[config.mk]
export PLATFORM = sky130hd
export DESIGN_NAME = dec_mc_flat
export DESIGN_NICKNAME = d
export VERILOG_FILES = /design/src/rtl/dec_pkg.sv /design/src/rtl/dec_mc_if.sv /design/src/rtl/dec_chan.sv /design/src/rtl/dec_mc.sv /design/src/flat_wrapper.sv
export SDC_FILE = /design/constraint.sdc
export NUM_CORES = 1
export LEC_CHECK = 0
export CORE_MARGIN = 8
export CORE_UTILIZATION = 40
export DETAILED_ROUTE_END_ITERATION = 7
export GPL_TIMING_DRIVEN = 0
export PLACE_DENSITY = 0.59
export SKIP_LAST_GASP = 1
export SLEW_MARGIN = 5
export SYNTH_ARGS = -nofsm -noshare
export SYNTH_HDL_FRONTEND = slang
export SYNTH_SLANG_ARGS = --single-unit
[constraint.sdc]
create_clock -name SYSCLK -period 11.6 [get_ports SYSCLK]
set_clock_uncertainty 0.15 [all_clocks]
set_input_delay 2.32 -clock SYSCLK [delete_from_list [all_inputs] [get_ports SYSCLK]]
set_output_delay 2.32 -clock SYSCLK [all_outputs]
set_load 0.03 [all_outputs]
[src/rtl/dec_pkg.sv]
// Shared types and defaults for the multi-channel decimation counter block.
package dec_pkg;

  localparam int NCH_DEF   = 4;
  localparam int CW_DEF    = 8;
  localparam int CNT_BUS_W = 256;  // widest count bus: 16 channels x 16 bits

  typedef enum logic {
    IDLE = 1'b0,
    RUN  = 1'b1
  } chan_st_t;

  // Returns channel k's count from a flattened count bus of cw-bit fields.
  function automatic logic [15:0] cnt_slice(input logic [CNT_BUS_W-1:0] bus,
                                            input int k, input int cw);
    logic [CNT_BUS_W-1:0] sh;
    sh = bus >> (k * cw);
    return sh[15:0] & 16'((32'd1 << cw) - 32'd1);
  endfunction

endpackage

[src/rtl/dec_mc_if.sv]
// Bus bundle for dec_mc; sync_in exists only when DEC_MC_SYNC_EN is defined.
interface dec_mc_if
  import dec_pkg::*;
#(
  parameter int NCH = NCH_DEF,
  parameter int CW  = CW_DEF
);

  // No handshake: sd_stb, ratio_wr and sync_in are single-cycle strobes the
  // block always accepts; osr is a single-cycle strobe with no back-pressure.
  logic [NCH-1:0]    sd_stb;
  logic [NCH-1:0]    ch_en;
  logic [NCH-1:0]    ratio_wr;
  logic [CW-1:0]     ratio_in;
`ifdef DEC_MC_SYNC_EN
  logic              sync_in;
`endif
  logic [NCH-1:0]    osr;
  logic [NCH*CW-1:0] cnt;
  logic [NCH-1:0]    pend;
  logic [NCH-1:0]    run_st;

`ifdef DEC_MC_SYNC_EN
  modport master (output sd_stb, ch_en, ratio_wr, ratio_in, sync_in,
                  input  osr, cnt, pend, run_st);
  modport slave  (input  sd_stb, ch_en, ratio_wr, ratio_in, sync_in,
                  output osr, cnt, pend, run_st);
`else
  modport master (output sd_stb, ch_en, ratio_wr, ratio_in,
                  input  osr, cnt, pend, run_st);
  modport slave  (input  sd_stb, ch_en, ratio_wr, ratio_in,
                  output osr, cnt, pend, run_st);
`endif

endinterface

[src/rtl/dec_chan.sv]
// One decimation channel: active/shadow ratio, strobe counter, registered osr.
module dec_chan
  import dec_pkg::*;
#(
  parameter int CW = CW_DEF
) (
  input  logic          SYSCLK,
  input  logic          SYSRST,
  input  logic          ch_en,
  input  logic          sd_stb,
  input  logic          ratio_wr,
  input  logic [CW-1:0] ratio_in,
  input  logic          sync,
  output logic          osr,
  output logic [CW-1:0] cnt,
  output logic          pend,
  output chan_st_t      st
);

  logic [CW-1:0] act;
  logic [CW-1:0] shd;

  always_ff @(posedge SYSCLK or posedge SYSRST) begin
    if (SYSRST) begin
      st   <= IDLE;
      cnt  <= '0;
      act  <= '0;
      shd  <= '0;
      pend <= 1'b0;
      osr  <= 1'b0;
    end else begin
      st  <= ch_en ? RUN : IDLE;
      osr <= 1'b0;
      if (sync || !ch_en) begin
        cnt <= '0;
        if (pend) begin
          act  <= shd;
          pend <= 1'b0;
        end
      end else if (sd_stb) begin
        // Counting stops at act, so cnt+1 can never overflow.
        if (cnt == act) begin
          cnt <= '0;
          osr <= 1'b1;
          if (pend) begin
            act  <= shd;
            pend <= 1'b0;
          end
        end else begin
          cnt <= cnt + 1'b1;
        end
      end
      // A write wins over the activation above; the old shadow still moves to act.
      if (ratio_wr) begin
        shd  <= ratio_in;
        pend <= 1'b1;
      end
    end
  end

endmodule

[src/rtl/dec_mc.sv]
// Multi-channel decimation counter top: fans the bus out to NCH dec_chan
// instances. Optional group restart input guarded by DEC_MC_SYNC_EN.
module dec_mc
  import dec_pkg::*;
#(
  parameter int NCH = NCH_DEF,
  parameter int CW  = CW_DEF
) (
  input  logic     SYSCLK,
  input  logic     SYSRST,
  dec_mc_if.slave  bus
);

  logic              sync_w;
  logic [NCH-1:0]    osr_w;
  logic [NCH-1:0]    pend_w;
  logic [NCH-1:0]    run_w;
  logic [NCH*CW-1:0] cnt_w;
  chan_st_t          st_w [NCH];

`ifdef DEC_MC_SYNC_EN
  assign sync_w = bus.sync_in;
`else
  assign sync_w = 1'b0;
`endif

  for (genvar k = 0; k < NCH; k++) begin : g_chan
    dec_chan #(.CW(CW)) u_chan (
      .SYSCLK   (SYSCLK),
      .SYSRST   (SYSRST),
      .ch_en    (bus.ch_en[k]),
      .sd_stb   (bus.sd_stb[k]),
      .ratio_wr (bus.ratio_wr[k]),
      .ratio_in (bus.ratio_in),
      .sync     (sync_w),
      .osr      (osr_w[k]),
      .cnt      (cnt_w[k*CW +: CW]),
      .pend     (pend_w[k]),
      .st       (st_w[k])
    );
    assign run_w[k] = (st_w[k] == RUN);
  end

  assign bus.osr    = osr_w;
  assign bus.pend   = pend_w;
  assign bus.cnt    = cnt_w;
  assign bus.run_st = run_w;

endmodule
[src/flat_wrapper.sv]
// flat-port wrapper written by rule: the top's interface ports become plain ports
module dec_mc_flat import dec_pkg::*;
#(
  parameter int NCH = NCH_DEF,
  parameter int CW  = CW_DEF
)
  (SYSCLK, SYSRST, bus_sd_stb, bus_ch_en, bus_ratio_wr, bus_ratio_in, bus_osr, bus_cnt, bus_pend, bus_run_st);
  dec_mc_if #(.NCH(NCH), .CW(CW)) bus_i ();
  input  logic SYSCLK;
  input  logic SYSRST;
  input wire logic [$bits(bus_i.sd_stb)-1:0] bus_sd_stb;
  input wire logic [$bits(bus_i.ch_en)-1:0] bus_ch_en;
  input wire logic [$bits(bus_i.ratio_wr)-1:0] bus_ratio_wr;
  input wire logic [$bits(bus_i.ratio_in)-1:0] bus_ratio_in;
  output wire logic [$bits(bus_i.osr)-1:0] bus_osr;
  output wire logic [$bits(bus_i.cnt)-1:0] bus_cnt;
  output wire logic [$bits(bus_i.pend)-1:0] bus_pend;
  output wire logic [$bits(bus_i.run_st)-1:0] bus_run_st;
  assign bus_i.sd_stb = bus_sd_stb;
  assign bus_i.ch_en = bus_ch_en;
  assign bus_i.ratio_wr = bus_ratio_wr;
  assign bus_i.ratio_in = bus_ratio_in;
  assign bus_osr = bus_i.osr;
  assign bus_cnt = bus_i.cnt;
  assign bus_pend = bus_i.pend;
  assign bus_run_st = bus_i.run_st;
  dec_mc #(.NCH(NCH), .CW(CW)) u_core (.SYSCLK(SYSCLK), .SYSRST(SYSRST), .bus(bus_i));
endmodule
==> results_dict.tcl, run 1 <==
set metrics [dict create \
    status "complete, no violations" \
    n_fill_cell 1426 \
    cts-root-buf "clkbuf_16" \
    cpPeakStageDelay_ps 660 \
    postCtsSetupBuffers 0 \
    ys_seq_area_frac 0.4423 \
    core_um2 15090 \
    diodes 0 \
    rows 45 \
    startpoint_type "flip-flop" \
    synth_area_leaders "dfrtp_1 (44%), mux2_2 (5.9%), xnor2_1 (5.0%)" \
    fp.dieH_um 139.6 \
    synthArstFlopShare 1.000 \
    yosys-top-cells-count "dfrtp_1 (108), nand2_1 (56), o21ai_0 (49)" \
    fin_crit_ps 4188 \
    timing.final.crit_share 0.3610 \
    synth-edff-count 0 \
    p_leak_uw 0.002813 \
    clk_latency_ps 360 \
    drt_wl_total_mm 15.32 \
    clk_pin_slew_ps 70 \
    worst_pin_slew_ps 517.0 \
    power.ir.vdd_worst_v 0.00008738 \
    syn_area_um2 6111 \
    cts_tree "yes" \
    initial_core_util 0.4050 \
    yosysWarnings 0 \
    setup_viol 0 \
    post_cts_resized 0 \
    final_nets 733 \
    instances_no_fill 899 \
    critPathTopFamily "buffers and inverters" \
    yosysUniqueCellTypes 46 \
    finalWeightedCongestion 0.8280 \
    die_x_um 139.6 \
    die_area_um2 19490 \
    grt_pass1_wl_mm 26.04 \
    cap_viol_max_count 0 \
    cts.sinks 108 \
    grt.overflow.total 0 \
    gr-usage-all-layers 0.1613 \
    synth-seq-cells 108 \
    dominantRegCellSynth "dfrtp_1" \
    numPlacedInstances 884 \
    worstPathCellList "buf_4 > clkdlybuf4s50_1" \
    grt_antenna_before_repair 0 \
    drc 0 \
    post-synth-top-area-fraction 0.4423 \
    rr_startpoint "u_core.g_chan[2].u_chan.cnt[0]$_DFFE_PP0N_" \
    critPathArrivalTime_ps 1720 \
    syn_inst 636 \
    cp_data_required_time_ps 9130 \
    reg2regPathDepth 5 \
    reg2reg_setup_slack_ps 9570 \
    cp_num_cells 2 \
    slew_headroom 0.6533 \
    post-synth-top-area-cell "dfrtp_1" \
    final_antenna_net_count 0 \
    yosysMostFrequentCell "dfrtp_1" \
    clock_path_buffers 2 \
    tns_ps 0 \
    fmax_ghz 0.2388 \
    critPathKind "flip-flop to output pin" \
    avgSynthCellArea_um2 9.608 \
    drt_pre_antenna_iters 7 \
    hold_path_class "flip-flop to flip-flop" \
    first_global_vias 5341 \
    finalMaxSlewViolations 0 \
    r2r_end "u_core.g_chan[2].u_chan.pend$_DFFE_PP0P_" \
    wl_per_cell_um 17.04 \
    synth_nets 662 \
    vias_per_cell 5.772 \
    crit_fanout 10 \
    dp_hpwl_mm 10.75 \
    dpl_cell_area_um2 6969 \
    drive_gt1_frac 0.1252 \
    grt_max_degree 72 \
    hold_buffers 0 \
    ctsHtreeMaxLevel 3 \
    first_iter_violations 378 \
    cts_made_buffers 9 \
    crit_start "u_core.g_chan[0].u_chan.pend$_DFFE_PP0P_" \
    final_hold_viol_count 0 \
    io_buffers 59 \
    power_density_nw_per_um2 129.1 \
    cp-end-kind "output pin" \
    vias 5189 \
    cp_slowest_cell "clkdlybuf4s50_1" \
    rsz0062_at_grt "false" \
    path_buf_inv 2 \
    finalInstanceArea_um2 7254 \
    syn_to_final_growth_pct 18.71 \
    endpoint "bus_pend[0]" \
    boundaryPins 66 \
]
-- cell families (layout without fill, tap and decap cells) --
| kind of cell | after synthesis | count (layout) | share of synthesized area |
|---|---|---|---|
| simple gates | 236 | 236 | 0.2217 |
| compound gates | 151 | 151 | 0.1560 |
| flops | 108 | 108 | 0.4423 |
| buf+inv | 64 | 139 | 0.05385 |
| xor+xnor | 40 | 40 | 0.05733 |
| mux | 33 | 33 | 0.06061 |
| fa+ha+maj | 4 | 4 | 0.008190 |
-- layer usage --
| layer | track usage | vias to the layer above | routed length [um] |
|---|---|---|---|
| met5 | 0 | - | 0 |
| met4 | 0.05657 | 0 | 242 |
| met3 | 0.04446 | 23 | 835 |
| met2 | 0.2630 | 140 | 7431 |
| met1 | 0.2019 | 2569 | 6811 |
| li1 | - | 2457 | - |
-- worst min path at each step --
| stage | start | endpoint | cells past startpoint |
|---|---|---|---|
| after CTS | u_core.g_chan[0].u_chan.shd[4]$_DFFE_PP0P_ | u_core.g_chan[0].u_chan.shd[4]$_DFFE_PP0P_ | 1 |
| after global placement | u_core.g_chan[0].u_chan.shd[2]$_DFFE_PP0P_ | u_core.g_chan[0].u_chan.shd[2]$_DFFE_PP0P_ | 1 |
| after global routing | u_core.g_chan[0].u_chan.shd[2]$_DFFE_PP0P_ | u_core.g_chan[0].u_chan.shd[2]$_DFFE_PP0P_ | 1 |
| after detailed placement | u_core.g_chan[0].u_chan.shd[5]$_DFFE_PP0P_ | u_core.g_chan[0].u_chan.shd[5]$_DFFE_PP0P_ | 1 |
| after floorplan | u_core.g_chan[0].u_chan.shd[0]$_DFFE_PP0P_ | u_core.g_chan[0].u_chan.shd[0]$_DFFE_PP0P_ | 1 |
| final | u_core.g_chan[0].u_chan.shd[5]$_DFFE_PP0P_ | u_core.g_chan[0].u_chan.shd[5]$_DFFE_PP0P_ | 1 |
-- placed cells by master (no fill, tap or decap), drive strengths merged --
cell           synthesis  final
a21boi                 7      7
a21oi                 36     36
a221o                  1      1
a31o                   1      1
and2                   1      1
and3                  19     19
and3b                  2      2
and4                   2      2
and4b                  8      8
buf                   28     29
bufinv                 0      1
clkbuf                26     39
clkdlybuf4s50          0     59
clkinv                 3      4
dfrtp                108    108
ha                     4      4
inv                    7      7
mux2                  32     32
mux2i                  1      1
nand2                 56     56
nand2b                 5      5
nand3                 36     36
nand3b                34     34
nand4                 13     13
nor2                  21     21
nor2b                  5      5
nor3                   1      1
nor4                   5      5
o2111ai                2      2
o211ai                36     36
o21ai                 49     49
o21bai                 3      3
o221ai                 1      1
o22ai                 10     10
o311ai                 2      2
o31ai                  3      3
or2                    1      1
or3                   27     27
xnor2                 35     35
xor2                   5      5
-- through the flow --
step	worst slack (ps)	util	hold WS, ps	total power (uW)
after detailed placement	7200	0.4619	374.4	635.1
after floorplan	6284	-	345.4	579.6
after global placement	4559	0.4597	367.3	627.1
final	7412	0.4808	386.0	936.8
after CTS	7412	0.4808	390.6	948.6
after global routing	7368	0.4808	398.0	987.6
-- flip-flops by register name, indices dropped and copies added (netlist names) --
name,flops
u_core.g_chan.u_chan.act,32
u_core.g_chan.u_chan.cnt,32
u_core.g_chan.u_chan.shd,32
u_core.g_chan.u_chan.osr,4
u_core.g_chan.u_chan.pend,4
u_core.g_chan.u_chan.st,4
-- power breakdown --
| part | total [uW] | switching, uW | internal, uW |
|---|---|---|---|
| sequential | 454 | 38.6 | 415 |
| clock | 309 | 136 | 172 |
| combinational | 174 | 95.3 | 79.0 |
| total | 937 | 270 | 667 |
-- layout make-up --
type	count	area, um^2	share of cell area
clock inverters	2	35.03	0.004829
flip-flops and latches	108	2703	0.3725
repair buffers	60	618.1	0.08520
multi-input cells	464	3079	0.4245
plain buffers	54	291.5	0.04019
clock buffers	13	250.2	0.03449
well taps	188	235.2	0.03243
inverters	10	42.54	0.005864
Note: power is estimated with default switching activity, not from simulation.
==> run 2: changes to the inputs <==
--- a/config.mk
+++ b/config.mk
@@ -9,7 +9,7 @@
 export CORE_UTILIZATION = 40
 export DETAILED_ROUTE_END_ITERATION = 7
 export GPL_TIMING_DRIVEN = 0
-export PLACE_DENSITY = 0.59
+export PLACE_DENSITY = 0.61
 export SKIP_LAST_GASP = 1
 export SLEW_MARGIN = 5
 export SYNTH_ARGS = -nofsm -noshare
==> constraint.sdc (replaced) <==
create_clock -name SYSCLK -period 3.7 [get_ports SYSCLK]
set_clock_uncertainty 0.15 [all_clocks]
set_input_delay 0.74 -clock SYSCLK [delete_from_list [all_inputs] [get_ports SYSCLK]]
set_output_delay 0.74 -clock SYSCLK [all_outputs]
set_load 0.03 [all_outputs]
==> run 2 against run 1 <==
  * Die area unchanged
  * Sequential power grew to 3.1 times the previous value
  * Largest power group unchanged
  * Critical path type unchanged
  * Final area rose by 0.78%
  * Critical endpoint unchanged
  * Wire length grew 1.8%
==> results_dict.tcl, run 2 (same netlist as run 1, synthesis figures left out) <==
set metrics [dict create \
    die_x_um 139.6 \
    syn_to_final_growth_pct 19.64 \
    finalWeightedCongestion 0.8017 \
    fin_crit_ps 2605 \
    reg_top3 "u_core.g_chan.u_chan.act (32), u_core.g_chan.u_chan.cnt (32), u_core.g_chan.u_chan.shd (32)" \
    fmax_ghz 0.3839 \
    grt_pass1_wl_mm 26.45 \
    crit_fanout 10 \
    whs_ps 378.4 \
    status "complete, no violations" \
    drc 0 \
    reg2regPathDepth 5 \
    postCtsSetupBuffers 0 \
    gr-usage-all-layers 0.1633 \
    final_antenna_net_count 0 \
    instances_no_fill 902 \
    final_nets 735 \
    worst_pin_slew_ps 492.2 \
    finalMaxSlewViolations 0 \
    n_fill_cell 1442 \
    clk_latency_ps 360 \
    timing.final.crit_share 0.7041 \
    mostFrequentLayoutCells "dfrtp_1 (108), clkdlybuf4s50_1 (59), nand2_1 (56), o21ai_0 (49)" \
    cap_viol_max_count 0 \
    critPathArrivalTime_ps 1720 \
    io_buffers 59 \
    clk_pin_slew_ps 70 \
    endpoint "bus_pend[0]" \
    cts.sinks 108 \
    cts_made_buffers 9 \
    power.ir.vdd_worst_v 0.0002421 \
    boundaryPins 66 \
    wl_per_cell_um 17.29 \
    layout_commonest_cell "dfrtp_1" \
    clock_path_buffers 2 \
    rows 45 \
    hold_path_class "flip-flop to flip-flop" \
    startpoint_type "flip-flop" \
    crit_start "u_core.g_chan[0].u_chan.pend$_DFFE_PP0P_" \
    slew_headroom 0.6699 \
    core_um2 15090 \
    dp_hpwl_mm 10.96 \
    post_cts_resized 0 \
    drive_gt1_frac 0.1331 \
    first_iter_violations 369 \
    grt.overflow.total 0 \
    cts_tree "yes" \
    power_density_nw_per_um2 406.8 \
    p_leak_uw 0.002843 \
    rr_startpoint "u_core.g_chan[1].u_chan.cnt[0]$_DFFE_PP0N_" \
    hold_buffers 0 \
    rsz0062_at_grt "false" \
    grt_antenna_before_repair 0 \
    vias 5237 \
    tns_ps 0 \
    setup_viol 0 \
    grt_max_degree 39 \
    r2r_end "u_core.g_chan[1].u_chan.pend$_DFFE_PP0P_" \
    final_hold_viol_count 0 \
    drt_pre_antenna_iters 7 \
    vias_per_cell 5.806 \
    drt_wl_total_mm 15.60 \
    ctsHtreeMaxLevel 3 \
    cp_data_required_time_ps 2810 \
    initial_core_util 0.4050 \
    critPathKind "flip-flop to output pin" \
    cts-root-buf "clkbuf_16" \
    numPlacedInstances 886 \
    die_area_um2 19490 \
    fp.dieH_um 139.6 \
    first_global_vias 5349 \
    reg2reg_setup_slack_ps 1700 \
    diodes 0 \
    cp-end-kind "output pin" \
]
-- run 2: changes by cell type in the layout (fill, tap and decap cells not counted) --
cell,delta
clkbuf_8,+1
clkbuf_1,-3
clkinv_2,+3
buf_12,+2
inv_6,-1
clkinvlp_4,+1
-- run 2: cell type report --
class / count / area, um^2 / share of cell area
multi-input combinational: 464 / 3079 / 0.4212
sequential: 108 / 2703 / 0.3697
buffer: 54 / 291.5 / 0.03988
clock inverter: 5 / 50.05 / 0.006846
tap: 188 / 235.2 / 0.03218
timing repair buffer: 62 / 658.1 / 0.09002
clock buffer: 11 / 252.7 / 0.03457
inverter: 10 / 41.29 / 0.005648
-- run 2: layer usage --
metal | vias to the layer above | wire, um | GRT usage
met4 | 0 | 313 | 0.07029
met3 | 24 | 771 | 0.02873
met5 | - | 0 | 0
met2 | 155 | 7378 | 0.2690
li1 | 2459 | - | -
met1 | 2599 | 7133 | 0.2073
-- run 2: critical path: stages (launching register included) --
cell	delay, ps
dfrtp_1	540
buf_4	170
clkdlybuf4s50_1	650
-- run 2: per-stage QoR --
| stage | area (um^2) | util | setup WS [ps] | total power [uW] |
|---|---|---|---|---|
| 6_report | 7311 | 0.4845 | 1095 | 2974 |
| 5_1_grt | 7311 | 0.4845 | 1024 | 3125 |
| 4_1_cts | 7311 | 0.4845 | 1109 | 3002 |
| 3_5_place_dp | 7008 | 0.4644 | 922.3 | 1995 |
| 3_3_place_gp | 6940 | 0.4600 | 385.2 | 1965 |
| 2_1_floorplan | 6115 | - | 1509 | 1818 |
-- run 2: where the power goes --
| part | leakage [uW] | internal [uW] | switching [uW] |
|---|---|---|---|
| registers | 0.00132 | 1300 | 122 |
| clock network | 0.000155 | 558 | 442 |
| logic | 0.00137 | 252 | 300 |
-- run 2: worst min-delay path by stage --
stage,startpoint,to,cells after the start
after floorplan,u_core.g_chan[0].u_chan.shd[0]$_DFFE_PP0P_,u_core.g_chan[0].u_chan.shd[0]$_DFFE_PP0P_,1
after global placement,u_core.g_chan[0].u_chan.shd[3]$_DFFE_PP0P_,u_core.g_chan[0].u_chan.shd[3]$_DFFE_PP0P_,1
after detailed placement,u_core.g_chan[0].u_chan.shd[3]$_DFFE_PP0P_,u_core.g_chan[0].u_chan.shd[3]$_DFFE_PP0P_,1
after CTS,u_core.g_chan[0].u_chan.shd[3]$_DFFE_PP0P_,u_core.g_chan[0].u_chan.shd[3]$_DFFE_PP0P_,1
after global routing,u_core.g_chan[1].u_chan.shd[1]$_DFFE_PP0P_,u_core.g_chan[1].u_chan.shd[1]$_DFFE_PP0P_,1
final,u_core.g_chan[0].u_chan.shd[3]$_DFFE_PP0P_,u_core.g_chan[0].u_chan.shd[3]$_DFFE_PP0P_,1
==> run 3: changes to the inputs <==
==> constraint.sdc (replaced) <==
create_clock -name SYSCLK -period 2.2 [get_ports SYSCLK]
set_clock_uncertainty 0.15 [all_clocks]
set_input_delay 0.44 -clock SYSCLK [delete_from_list [all_inputs] [get_ports SYSCLK]]
set_output_delay 0.44 -clock SYSCLK [all_outputs]
set_load 0.03 [all_outputs]
==> run 3 against run 2 <==
  * First-iteration DRC count shrank 4.3%
  * Wire length hardly changed
  * Critical path depth down 1
  * Via count decreased by 0.29%
  * Global-route usage did not move
  * Sequential share of layout area decreased by 0.078 points
  * Die area did not move
  * Critical endpoint is now bus_cnt[5]
  * Flip-flop and latch count unchanged
  * Setup slack worse by 1000 ps
  * Clock-buffer cell count unchanged
  * Hold slack lost 73 ps
  * Cell count unchanged
==> results_dict.tcl, run 3 (same netlist as run 1, synthesis figures left out) <==
set metrics [dict create \
    grt_antenna_before_repair 0 \
    clk_pin_slew_ps 70 \
    cts-root-buf "clkbuf_16" \
    reg2reg_setup_slack_ps 200 \
    dpl_cell_area_um2 7008 \
    clk_latency_ps 360 \
    p_seq_frac 0.478 \
    finalInstanceArea_um2 7330 \
    rows 45 \
    diodes 0 \
    cpPeakStageDelay_ps 720 \
    worst_pin_slew_ps 539.5 \
    cp-end-kind "output pin" \
    worstPathCellList "clkdlybuf4s50_1" \
    tns_ps 0 \
    rsz0062_at_grt "false" \
    io_buffers 59 \
    crit_fanout 6 \
    finalWeightedCongestion 0.8017 \
    endpoint "bus_cnt[5]" \
    n_fill_cell 1440 \
    final_antenna_net_count 0 \
    die_x_um 139.6 \
    p_clk_frac 0.336 \
    syn_to_final_growth_pct 19.94 \
    initial_core_util 0.4050 \
    drc 0 \
    r2r_end "u_core.g_chan[1].u_chan.pend$_DFFE_PP0P_" \
    final_nets 735 \
    first_iter_violations 353 \
    reg2regPathDepth 5 \
    p_leak_uw 0.002882 \
    intPower_uw 3551 \
    power_density_nw_per_um2 683.0 \
    rr_startpoint "u_core.g_chan[1].u_chan.cnt[1]$_DFFE_PP0N_" \
    critPathTopFamily "buffers and inverters" \
    grt.overflow.total 0 \
    fin_crit_ps 2134 \
    hold_path_class "input pin to asynchronous set/reset pin" \
    critPathArrivalTime_ps 1540 \
    grt_max_degree 39 \
    switching_share 0.2907 \
    postCtsSetupBuffers 0 \
    power.ir.vdd_worst_v 0.0004069 \
    dp_hpwl_mm 10.96 \
    p_comb_frac 0.186 \
    mostFrequentLayoutCells "dfrtp_1 (107), nand2_1 (56), clkdlybuf4s50_1 (56), o21ai_0 (49)" \
    vias_per_cell 5.789 \
    crit_start "u_core.g_chan[0].u_chan.cnt[5]$_DFFE_PP0N_" \
    cp_slowest_cell "clkdlybuf4s50_1" \
    ctsHtreeMaxLevel 3 \
    cp_num_cells 1 \
    p_switching_uw 1455 \
    finalMaxSlewViolations 0 \
    boundaryPins 66 \
    timing.final.crit_share 0.9701 \
    cap_viol_max_count 0 \
    layout_commonest_cell "dfrtp_1" \
    cts_tree "yes" \
    final_hold_viol_count 0 \
    drt_pre_antenna_iters 5 \
    cp_data_required_time_ps 1610 \
    path_buf_inv 1 \
    setup_viol 0 \
    drive_gt1_frac 0.1401 \
    fp.dieH_um 139.6 \
    first_global_vias 5349 \
    gr-usage-all-layers 0.1633 \
    vias 5222 \
    reg_top3 "u_core.g_chan.u_chan.act (32), u_core.g_chan.u_chan.cnt (32), u_core.g_chan.u_chan.shd (32)" \
    critPathKind "flip-flop to output pin" \
    die_area_um2 19490 \
    cts_made_buffers 9 \
    slew_headroom 0.6403 \
    startpoint_type "flip-flop" \
    cts.sinks 108 \
    fmax_ghz 0.4685 \
    clock_path_buffers 2 \
    status "complete, no violations" \
    grt_pass1_wl_mm 26.45 \
    wl_per_cell_um 17.28 \
    drt_wl_total_mm 15.59 \
    core_um2 15090 \
]
-- run 3: cell count changes in the layout (fill, tap and decap cells not counted) --
cell             change
dlygate4sd2_1        +1
dfrtp_2              +1
dlymetal6s2s_1       +2
clkdlybuf4s50_1      -3
dfrtp_1              -1
o31ai_2              -1
o31ai_4              +1
clkbuf_1             -4
clkbuf_2             +4
-- run 3: power by group through the flow --
stage / registers, uW / clock network, uW / logic, uW
2_1_floorplan: 2400 / 0 / 659
3_3_place_gp: 2420 / 0 / 883
3_5_place_dp: 2430 / 0 / 927
4_1_cts: 2390 / 1730 / 930
5_1_grt: 2420 / 1800 / 1030
6_report: 2390 / 1680 / 929
-- run 3: layout make-up --
type / count / area, um^2 / share of cell area
Sequential cell: 108 / 2704 / 0.3689
Clock inverter: 5 / 50.05 / 0.006828
Multi-Input combinational cell: 464 / 3088 / 0.4213
Inverter: 10 / 41.29 / 0.005633
Clock buffer: 11 / 252.7 / 0.03448
Tap cell: 188 / 235.2 / 0.03209
Buffer: 54 / 296.5 / 0.04046
Timing Repair Buffer: 62 / 661.9 / 0.09030
-- run 3: what timing repair did --
item / CTS / global route
pin swaps: 0 / 0
gates resized for setup: 2 / 11
cloned: 0 / 0
setup endpoints to repair: 2 / 9
hold buffers: 0 / 0
-- run 3: how the worst min path moves through the flow --
stage,end,slack [ps],depth (start not counted)
5_1_grt,u_core.g_chan[3].u_chan.osr$_DFF_PP0_,340,2
2_1_floorplan,u_core.g_chan[0].u_chan.st$_DFF_PP0_,320,0
3_5_place_dp,u_core.g_chan[0].u_chan.shd[3]$_DFFE_PP0P_,370,1
4_1_cts,u_core.g_chan[3].u_chan.osr$_DFF_PP0_,310,2
6_report,u_core.g_chan[3].u_chan.osr$_DFF_PP0_,310,2
3_3_place_gp,u_core.g_chan[0].u_chan.shd[3]$_DFFE_PP0P_,370,1
-- run 3: through the flow --
step	total power [uW]	hold slack (ps)	instances	utilization	setup WS, ps
final	5006	305.5	902	0.4857	65.72
after detailed placement	3356	366.4	886	0.4644	-277.7
after CTS	5048	308.7	902	0.4845	-1.200
after global routing	5257	343.4	902	0.4857	11.56
after floorplan	3057	321.4	636	-	308.5
after global placement	3305	368.6	883	0.4600	-814.8
-- run 3: routing by layer --
layer	global-route usage	share of wire	up-vias
met2	0.2690	0.48	135
met1	0.2073	0.45	2605
met5	0	0	-
met4	0.07029	0.019	0
met3	0.02873	0.049	21
li1	-	-	2461
